`src/rtl/me_unit_if.sv`:
```
// EX->ME, SRAM read-data, ME->WB and ME->ID signals of the memory-access stage.
// The slave modport is the ME stage; the master modport is its environment.
interface me_unit_if;
  logic        EX_to_ME_Valid;
  logic [70:0] EX_to_ME_Bus;
  logic        ME_Allow_in;
  logic [31:0] data_sram_rdata;
  logic        WB_Allow_in;
  logic        ME_to_WB_Valid;
  logic [69:0] ME_to_WB_Bus;
  logic [4:0]  ME_dest;
  logic [31:0] ME_Forward_Res;
  logic        ME_to_ID_Ld_busy;

  modport slave (
    input  EX_to_ME_Valid, EX_to_ME_Bus, data_sram_rdata, WB_Allow_in,
    output ME_Allow_in, ME_to_WB_Valid, ME_to_WB_Bus, ME_dest,
           ME_Forward_Res, ME_to_ID_Ld_busy
  );

  modport master (
    output EX_to_ME_Valid, EX_to_ME_Bus, data_sram_rdata, WB_Allow_in,
    input  ME_Allow_in, ME_to_WB_Valid, ME_to_WB_Bus, ME_dest,
           ME_Forward_Res, ME_to_ID_Ld_busy
  );
endinterface

```
`src/rtl/me_unit.sv`:
```
// LoongArch ME stage: latches the EX bus, merges one-cycle SRAM load data, offers to WB.
// Optional macro ME_LOAD_FWD_EN forwards load data to ID instead of raising a load-busy stall.
module me_unit (
  input logic      clk,
  input logic      reset,
  me_unit_if.slave io
);
  // Handshake: a transfer happens on a rising edge where the producer's valid
  // and the consumer's allow-in are both high; valid never waits on allow-in.
  logic        me_valid;
  logic        first_cycle;
  logic [31:0] pc;
  logic [31:0] alu_result;
  logic        res_from_mem;
  logic        gr_we;
  logic [4:0]  dest;
  logic [31:0] rdata_hold;

  logic        ready_go;
  logic        allow_in;
  logic [31:0] load_data;
  logic [31:0] final_result;

  assign ready_go = 1'b1;
  assign allow_in = !me_valid || (ready_go && io.WB_Allow_in);

  always_ff @(posedge clk or posedge reset) begin
    if (reset) begin
      me_valid     <= 1'b0;
      first_cycle  <= 1'b0;
      pc           <= 32'd0;
      alu_result   <= 32'd0;
      res_from_mem <= 1'b0;
      gr_we        <= 1'b0;
      dest         <= 5'd0;
      rdata_hold   <= 32'd0;
    end else begin
      if (allow_in) begin
        me_valid    <= io.EX_to_ME_Valid;
        first_cycle <= io.EX_to_ME_Valid;
        if (io.EX_to_ME_Valid) begin
          {pc, alu_result, res_from_mem, gr_we, dest} <= io.EX_to_ME_Bus;
        end
      end else begin
        first_cycle <= 1'b0;
      end
      // EX re-drives the SRAM every cycle, so keep what arrived in the first cycle.
      if (first_cycle) begin
        rdata_hold <= io.data_sram_rdata;
      end
    end
  end

  assign load_data    = first_cycle ? io.data_sram_rdata : rdata_hold;
  assign final_result = res_from_mem ? load_data : alu_result;

  assign io.ME_Allow_in    = allow_in;
  assign io.ME_to_WB_Valid = me_valid && ready_go;
  assign io.ME_to_WB_Bus   = me_valid ? {pc, final_result, gr_we, dest} : 70'd0;
  assign io.ME_dest        = dest & {5{me_valid}};

`ifdef ME_LOAD_FWD_EN
  assign io.ME_Forward_Res   = me_valid ? final_result : 32'd0;
  assign io.ME_to_ID_Ld_busy = 1'b0;
`else
  assign io.ME_Forward_Res   = me_valid ? alu_result : 32'd0;
  assign io.ME_to_ID_Ld_busy = me_valid && res_from_mem;
`endif
endmodule

```
`src/flat_wrapper.sv`:
```
// flat-port wrapper written by rule: the top's interface ports become plain ports
module me_unit_flat 
  (clk, reset, io_EX_to_ME_Valid, io_EX_to_ME_Bus, io_data_sram_rdata, io_WB_Allow_in, io_ME_Allow_in, io_ME_to_WB_Valid, io_ME_to_WB_Bus, io_ME_dest, io_ME_Forward_Res, io_ME_to_ID_Ld_busy);
  me_unit_if io_i ();
  input logic clk;
  input logic reset;
  input wire logic [$bits(io_i.EX_to_ME_Valid)-1:0] io_EX_to_ME_Valid;
  input wire logic [$bits(io_i.EX_to_ME_Bus)-1:0] io_EX_to_ME_Bus;
  input wire logic [$bits(io_i.data_sram_rdata)-1:0] io_data_sram_rdata;
  input wire logic [$bits(io_i.WB_Allow_in)-1:0] io_WB_Allow_in;
  output wire logic [$bits(io_i.ME_Allow_in)-1:0] io_ME_Allow_in;
  output wire logic [$bits(io_i.ME_to_WB_Valid)-1:0] io_ME_to_WB_Valid;
  output wire logic [$bits(io_i.ME_to_WB_Bus)-1:0] io_ME_to_WB_Bus;
  output wire logic [$bits(io_i.ME_dest)-1:0] io_ME_dest;
  output wire logic [$bits(io_i.ME_Forward_Res)-1:0] io_ME_Forward_Res;
  output wire logic [$bits(io_i.ME_to_ID_Ld_busy)-1:0] io_ME_to_ID_Ld_busy;
  assign io_i.EX_to_ME_Valid = io_EX_to_ME_Valid;
  assign io_i.EX_to_ME_Bus = io_EX_to_ME_Bus;
  assign io_i.data_sram_rdata = io_data_sram_rdata;
  assign io_i.WB_Allow_in = io_WB_Allow_in;
  assign io_ME_Allow_in = io_i.ME_Allow_in;
  assign io_ME_to_WB_Valid = io_i.ME_to_WB_Valid;
  assign io_ME_to_WB_Bus = io_i.ME_to_WB_Bus;
  assign io_ME_dest = io_i.ME_dest;
  assign io_ME_Forward_Res = io_i.ME_Forward_Res;
  assign io_ME_to_ID_Ld_busy = io_i.ME_to_ID_Ld_busy;
  me_unit u_core (.clk(clk), .reset(reset), .io(io_i));
endmodule
```
`config.mk`:
```
export PLATFORM = sky130hd
export DESIGN_NAME = me_unit_flat
export DESIGN_NICKNAME = d
export VERILOG_FILES = /design/src/rtl/me_unit_if.sv /design/src/rtl/me_unit.sv /design/src/flat_wrapper.sv
export SDC_FILE = /design/constraint.sdc
export NUM_CORES = 1
export LEC_CHECK = 0
export ABC_AREA = 1
export BUFFER_PORTS_ARGS = -buffer_cell sky130_fd_sc_hd__buf_2
export CAP_MARGIN = 10
export CORE_AREA = 2 2 136 138
export CTS_BUF_LIST = sky130_fd_sc_hd__clkbuf_8
export DETAILED_ROUTE_END_ITERATION = 8
export DIE_AREA = 0 0 138 140
export PLACE_DENSITY = 0.51
export SLEW_MARGIN = 25
export SYNTH_ARGS = -nofsm -noshare
export SYNTH_HDL_FRONTEND = slang
export SYNTH_SLANG_ARGS = --single-unit
```
`constraint.sdc`:
```
create_clock -name clk -period 4.67 [get_ports clk]
set_input_delay 0.934 -clock clk [delete_from_list [all_inputs] [get_ports clk]]
set_output_delay 0.934 -clock clk [all_outputs]
set_load 0.02 [all_outputs]
```
Word-level counts from Yosys, hierarchy flattened. Cells that the tools add are included.

Flip-flop bits (word level): 105. Input bits: 107. Output and inout bits: 110. Word-level logic and storage cells: 18.

Mux-type cells: 5. Bitwise operators: 1. Reduce and logical (&&, ||, !) cells: 4.

Operator list (count): $mux 32 (3); $mux 70 (1); $and 5x5->5 (1); $reduce_and 2->1 (1); $logic_and 1x1->1 (1); $logic_not 1->1 (1); $logic_or 1x1->1 (1); $mux 1 (1).

Longest topological paths before layout. Gate-level depths: netlist of the first run.

Depth after elaboration: 3. Gate-level depth with buffers: 7. Depth with buffers taken out: 5.

Worst setup path after synthesis of the first run. OpenSTA, ideal clock, no wires.

Path type: input -> output. From: input port io_WB_Allow_in. To: output port io_ME_Allow_in. Arrival time: 1.340 ns. Required time: 3.736 ns. Slack: 2.396 ns. Stages on the path: 4. Path buffers: 2. Path through: inv_1 -> nand2_4 -> buf_6 -> buf_6.

Cells in the longest elaborated chain, start to end: 1.

Ends and longest elaborated chain: start, declared (RTL line flat_wrapper.sv:10) `input wire logic [$bits(io_i.WB_Allow_in)-1:0] io_WB_Allow_in;`; $logic_or 1x1->1 (RTL line me_unit.sv:25) `assign allow_in = !me_valid || (ready_go && io.WB_Allow_in);`; end, declared (RTL line flat_wrapper.sv:11) `output wire logic [$bits(io_i.ME_Allow_in)-1:0] io_ME_Allow_in;`.

No other way between the ends.

Worst setup path after layout of the first run.
From: register u_core.me_valid (netlist: u_core.io.ME_to_WB_Valid). To: output port io_ME_Allow_in.

Cells in the longest elaborated chain, start to end: 2.

Ends and longest elaborated chain: start, declared (RTL line me_unit.sv:10) `logic me_valid;`; start signal, assigned (RTL line me_unit.sv:39) `me_valid <= io.EX_to_ME_Valid;`; $logic_not 1->1 (RTL line me_unit.sv:25); $logic_or 1x1->1 (RTL line me_unit.sv:25).

No other way between the ends.

==> impl_metrics.yaml, run 1 <==
status:
  status: "complete, no violations"
clocking:
  cts.sink_count: 105
  cts_buffers: 9
  cts_tree: "yes"
  clockBufferDepth: 2
  clk_pin_slew_ps: 100
  root_buffer: "clkbuf_8"
  clk_latency_ps: 370
  cts_hold_buf: 0
  htreeDepth: 3
  post_cts_buffers: 0
  post_cts_resized: 0
flow_run:
  maxCapViolations: 0
global_routing:
  grt_max_degree: 74
  grt.total_usage_pct: 16.2
  grt_pass1_vias: 4885
  grt_pass1_wl_mm: 25.2
  grt-ovfl-total: 0
  antenna_found_initial: 2
timing:
  worstMarginPinSlew_ps: 842
  hold_violations: 0
  max_freq_mhz: 332
  tns_ps: 0
  slew_headroom_pct: 43.8
  setup_viol_count_final: 0
  rsz0062_at_grt: "false"
  clock_skew_ps: 9.94
  slew_viol_final: 0
  fin_crit_sh_pct: 64.5
  fin_crit_ps: 3010
worst_setup_path:
  critical_path_required_ps: 3740
  startpoint_type: "flop"
  reg2reg_from: "u_core.io.ME_to_WB_Valid"
  endpoint_kind: "output port"
  critPathKind: "flop to output port"
  crit_path_start: "u_core.io.ME_to_WB_Valid"
  cp_max_fo: 72
  critical_path_arrival_ps: 2080
synthesis:
  netlist.area_leader.share_pct: 49.5
  syn_inst: 741
  synth.distinct_cells: 11
  synth.avg_cell_area_sq_um: 7.16
  ys_seq_elements: 105
  postSynthNetCount: 848
  synth_warnings: 0
  yosysTopAreaCell: "dfrtp_1"
  synth_area_sq_um: 5310
  ys_seq_area_share_pct: 49.5
  synth.area.top_cells: "dfrtp_1 (50%), nand2_1 (26%), nand3_1 (9.7%)"
place:
  portBuffers: 216
  gp_congestion: 0.830
  place_hpwl_mm: 10.6
worst_hold_path:
  hp-start: "u_core.rdata_hold[24]"
  hold_class: "flop to flop"
die:
  ios: 217
  coreArea_sq_um: 17800
  die_w_um: 138
  die_h_um: 140
  start_util_pct: 29.8
  die-area_sq_um: 19300
  num_rows: 49
drt:
  ant_nets: 0
  viasPerCell: 4.29
  drtIter0Drc: 260
  route.detailed.drc: 0
  wl_per_cell_um: 13.4
  firstDrtPassIters: 4
  routed_wl_mm: 15.6
  vias: 4974
final_layout:
  nNetsFinal: 1032
  drive_gt1_share_pct: 26.0
  area_delta_synth_final_pct: 23.9
pwr:
  power.density_nw_per_um2: 363
  peakVddDrop_mv: 0.122
  p_total_uw: 2390
  p_leak_uw: 0.00455
## final timing paths
kind | slack [ps] | end | depth (start not counted)
worst max-delay path | 1660 | io_ME_Allow_in | 3
worst min-delay path | 470 | u_core.rdata_hold[24] | 2
worst max register to register | 2220 | u_core.dest[2] | 5
worst min register to register | 470 | u_core.rdata_hold[24] | 2
max in group asynchronous | 3080 | u_core.alu_result[27] | 3
min in group asynchronous | 710 | u_core.pc[21] | 2
## layout by cell type (no fill, tap or decap)
cell / netlist / final
inv_4: 0 / 1
nand3_1: 103 / 103
nand2_2: 0 / 1
diode_2: 0 / 1
clkinv_2: 0 / 1
clkinvlp_4: 0 / 1
dfrtp_1: 105 / 104
buf_2: 29 / 216
inv_1: 107 / 108
clkbuf_8: 0 / 11
nand2_1: 374 / 373
nand2_4: 2 / 2
inv_2: 0 / 1
dfrtp_2: 0 / 1
buf_4: 7 / 7
## synthesized netlist by cell type
master	count
buf_1	1
buf_2	29
buf_4	7
buf_6	11
clkbuf_1	1
clkbuf_2	1
dfrtp_1	105
inv_1	107
nand2_1	374
nand2_4	2
nand3_1	103
## critical path, stage by stage, from the launching register on
cell	delay (ps)
dfrtp_2	370
buf_4	650
nand2_4	370
buf_2	280
## area by class of cell
type	instances	area, sq um
Antenna cell	1	2.50
Clock buffer	11	151
Clock inverter	5	23.8
Fill cell	2010	11200
Inverter	107	404
Multi-Input combinational cell	479	1940
Sequential cell	105	2630
Tap cell	229	287
Timing Repair Buffer	223	1130
## power breakdown
group | switching [uW] | internal (uW)
clock network | 310 | 217
registers | 56.2 | 1030
logic | 524 | 246
## cell families after synthesis
logic type             synth area share, %
buffers and inverters                 13.9
flip-flops                            49.5
AND/OR/NAND/NOR                       36.6
## through the flow
step                      hold slack (ps)  std cells  utilization [%]  setup WS [ps]  instance area [sq um]
after floorplan                       437        741                -            975                   5310
after global placement                450       1143             36.0           2020                   6390
after detailed placement              453       1143             36.0           2010                   6400
after global routing                  488       1160             37.0           1510                   6580
after CTS                             476       1159             37.0           1560                   6570
final                                 471       1160             37.0           1660                   6580
## flip-flops by register name, indices dropped and copies added (netlist names)
name                      count
u_core.alu_result            32
u_core.pc                    32
u_core.rdata_hold            32
u_core.dest                   5
u_core.first_cycle            1
u_core.gr_we                  1
u_core.io.ME_to_WB_Valid      1
u_core.res_from_mem           1
## metal layers
metal	up-vias	share of wire, %	track usage, %
met3	19	5.2	3.04
met1	2270	47	21.5
met5	-	0	0
met4	0	2.3	6.39
li1	2550	-	-
met2	135	46	26.4
Power figures use the tool's default switching activity.
==> run 2, diff against run 1 <==
==> constraint.sdc (replaced) <==
create_clock -name clk -period 3.1 [get_ports clk]
set_input_delay 0.62 -clock clk [delete_from_list [all_inputs] [get_ports clk]]
set_output_delay 0.62 -clock clk [all_outputs]
set_load 0.02 [all_outputs]
==> impl_metrics.yaml, run 2 (same netlist as run 1, synthesis figures left out) <==
global_routing:
  grt-ovfl-total: 0
  grt_pass1_wl_mm: 24.9
  grt.total_usage_pct: 15.9
  antenna_found_initial: 0
  grt_pass1_vias: 4825
  grt_max_degree: 74
worst_setup_path:
  crit_chain: "buf_4, nand2_1, nand2_1, nand2_1, inv_1, buf_2"
  cp_num_buf_inv: 3
  endpoint_kind: "output port"
  max_stage_delay_ps: 630
  worst_path_most_repeated_cell: "nand2_1"
  critical_path_required_ps: 2480
  rrSetupSlack_ps: 740
  crit_family: "buffers and inverters"
  critPathKind: "flop to output port"
  critical_path_arrival_ps: 2010
  critPathSlowestCell: "buf_4"
  startpoint_type: "flop"
  cp_max_fo: 72
timing:
  fin_ws_ps: 466
  fin_crit_ps: 2630
  whs_ps: 329
  max_freq_mhz: 380
  slew_headroom_pct: 45.3
  worstMarginPinSlew_ps: 820
  tns_ps: 0
  rsz0062_at_grt: "false"
  fin_crit_sh_pct: 85.0
  hold_violations: 0
  clock_skew_ps: 14.0
  slew_viol_final: 0
  setup_viol_count_final: 0
clocking:
  post_cts_resized: 0
  cts_hold_buf: 0
  clk_latency_ps: 370
  clk_pin_slew_ps: 100
  cts_tree: "yes"
  clockBufferDepth: 2
  htreeDepth: 3
  post_cts_buffers: 0
  root_buffer: "clkbuf_8"
  cts.sink_count: 105
  cts_buffers: 9
place:
  dp_worst_setup_slack_ps: 683
  place_hpwl_mm: 10.7
  gp_congestion: 0.777
  portBuffers: 216
  place_area_sq_um: 6430
flow_run:
  maxCapViolations: 0
drt:
  firstDrtPassIters: 4
  wl_per_cell_um: 13.4
  ant_nets: 0
  vias: 5004
  viasPerCell: 4.31
  routed_wl_mm: 15.6
  drtIter0Drc: 209
  route.detailed.drc: 0
final_layout:
  drive_gt1_share_pct: 26.2
  final_common_cell: "nand2_1"
  reg_top3: "u_core.alu_result x32, u_core.pc x32, u_core.rdata_hold x32"
  final-seq-area_sq_um: 2630
  final_area_sq_um: 6630
  mostFrequentLayoutCells: "nand2_1 (374), buf_2 (216), inv_1 (108)"
  nNetsFinal: 1035
  antennaDiodeCount: 0
  num-fill-cells: 1985
  multi_input_area_sq_um: 1940
  area_delta_synth_final_pct: 25.0
die:
  ios: 217
  num_rows: 49
  die_w_um: 138
  die_h_um: 140
  coreArea_sq_um: 17800
  start_util_pct: 29.8
  die-area_sq_um: 19300
pwr:
  power.density_nw_per_um2: 554
  peakVddDrop_mv: 0.203
  p_leak_uw: 0.00456
worst_hold_path:
  hold_class: "input port to async pin"
status:
  status: "complete, no violations"
-- run 2: cell types whose count changed in the layout (fill, tap and decap cells not counted) --
| cell | delta |
|---|---|
| buf_12 | +1 |
| clkbuf_8 | -1 |
| nand2_1 | +1 |
| nand2_2 | -1 |
| clkinvlp_4 | +3 |
| inv_4 | -1 |
| diode_2 | -1 |
| bufinv_16 | +1 |
| clkinv_2 | -1 |
| buf_4 | +2 |
| inv_2 | -1 |
-- run 2: where the power goes --
group	total, uW	internal (uW)	switching, uW
Combinational	1170	377	792
Clock	869	390	479
Sequential	1640	1550	82.5
Total	3680	2320	1350
-- run 2: worst register-to-register path: stages (launching register included) --
cell,delay (ps)
dfrtp_2,360
buf_4,630
nand2_4,350
nand2_4,700
nand2_1,170
nand2_1,90
-- run 2: final timing paths --
check / cells past startpoint / end / start
max: 6 / io_ME_to_WB_Bus[9] / u_core.io.ME_to_WB_Valid
min: 3 / u_core.pc[4] / reset
max reg2reg: 5 / u_core.alu_result[9] / u_core.io.ME_to_WB_Valid
min reg2reg: 2 / u_core.rdata_hold[4] / u_core.rdata_hold[4]
max in group asynchronous: 3 / u_core.alu_result[20] / reset
min in group clk: 3 / u_core.rdata_hold[13] / io_data_sram_rdata[13]
-- run 2: cell type report --
class | instances | area share [%]
Clock buffer | 10 | 2.08
Clock inverter | 6 | 0.906
Inverter | 107 | 6.12
Multi-Input combinational cell | 479 | 29.3
Sequential cell | 105 | 39.7
Tap cell | 229 | 4.32
Timing Repair Buffer | 226 | 17.6
-- run 2: metrics by stage --
stage | total power [uW] | instances | util (%)
floorplan | 2470 | 741 | -
global placement | 2850 | 1146 | 36.2
detailed placement | 2850 | 1146 | 36.2
CTS | 3750 | 1162 | 37.3
global route | 3930 | 1162 | 37.3
finish | 3680 | 1162 | 37.3
-- run 2: routing by layer --
layer	part of all wire [%]	wire length [um]	GRT usage, %
met5	0	0	0
met3	4.5	700	2.67
met4	2.2	342	6.23
met1	47	7270	21.3
met2	47	7230	25.7
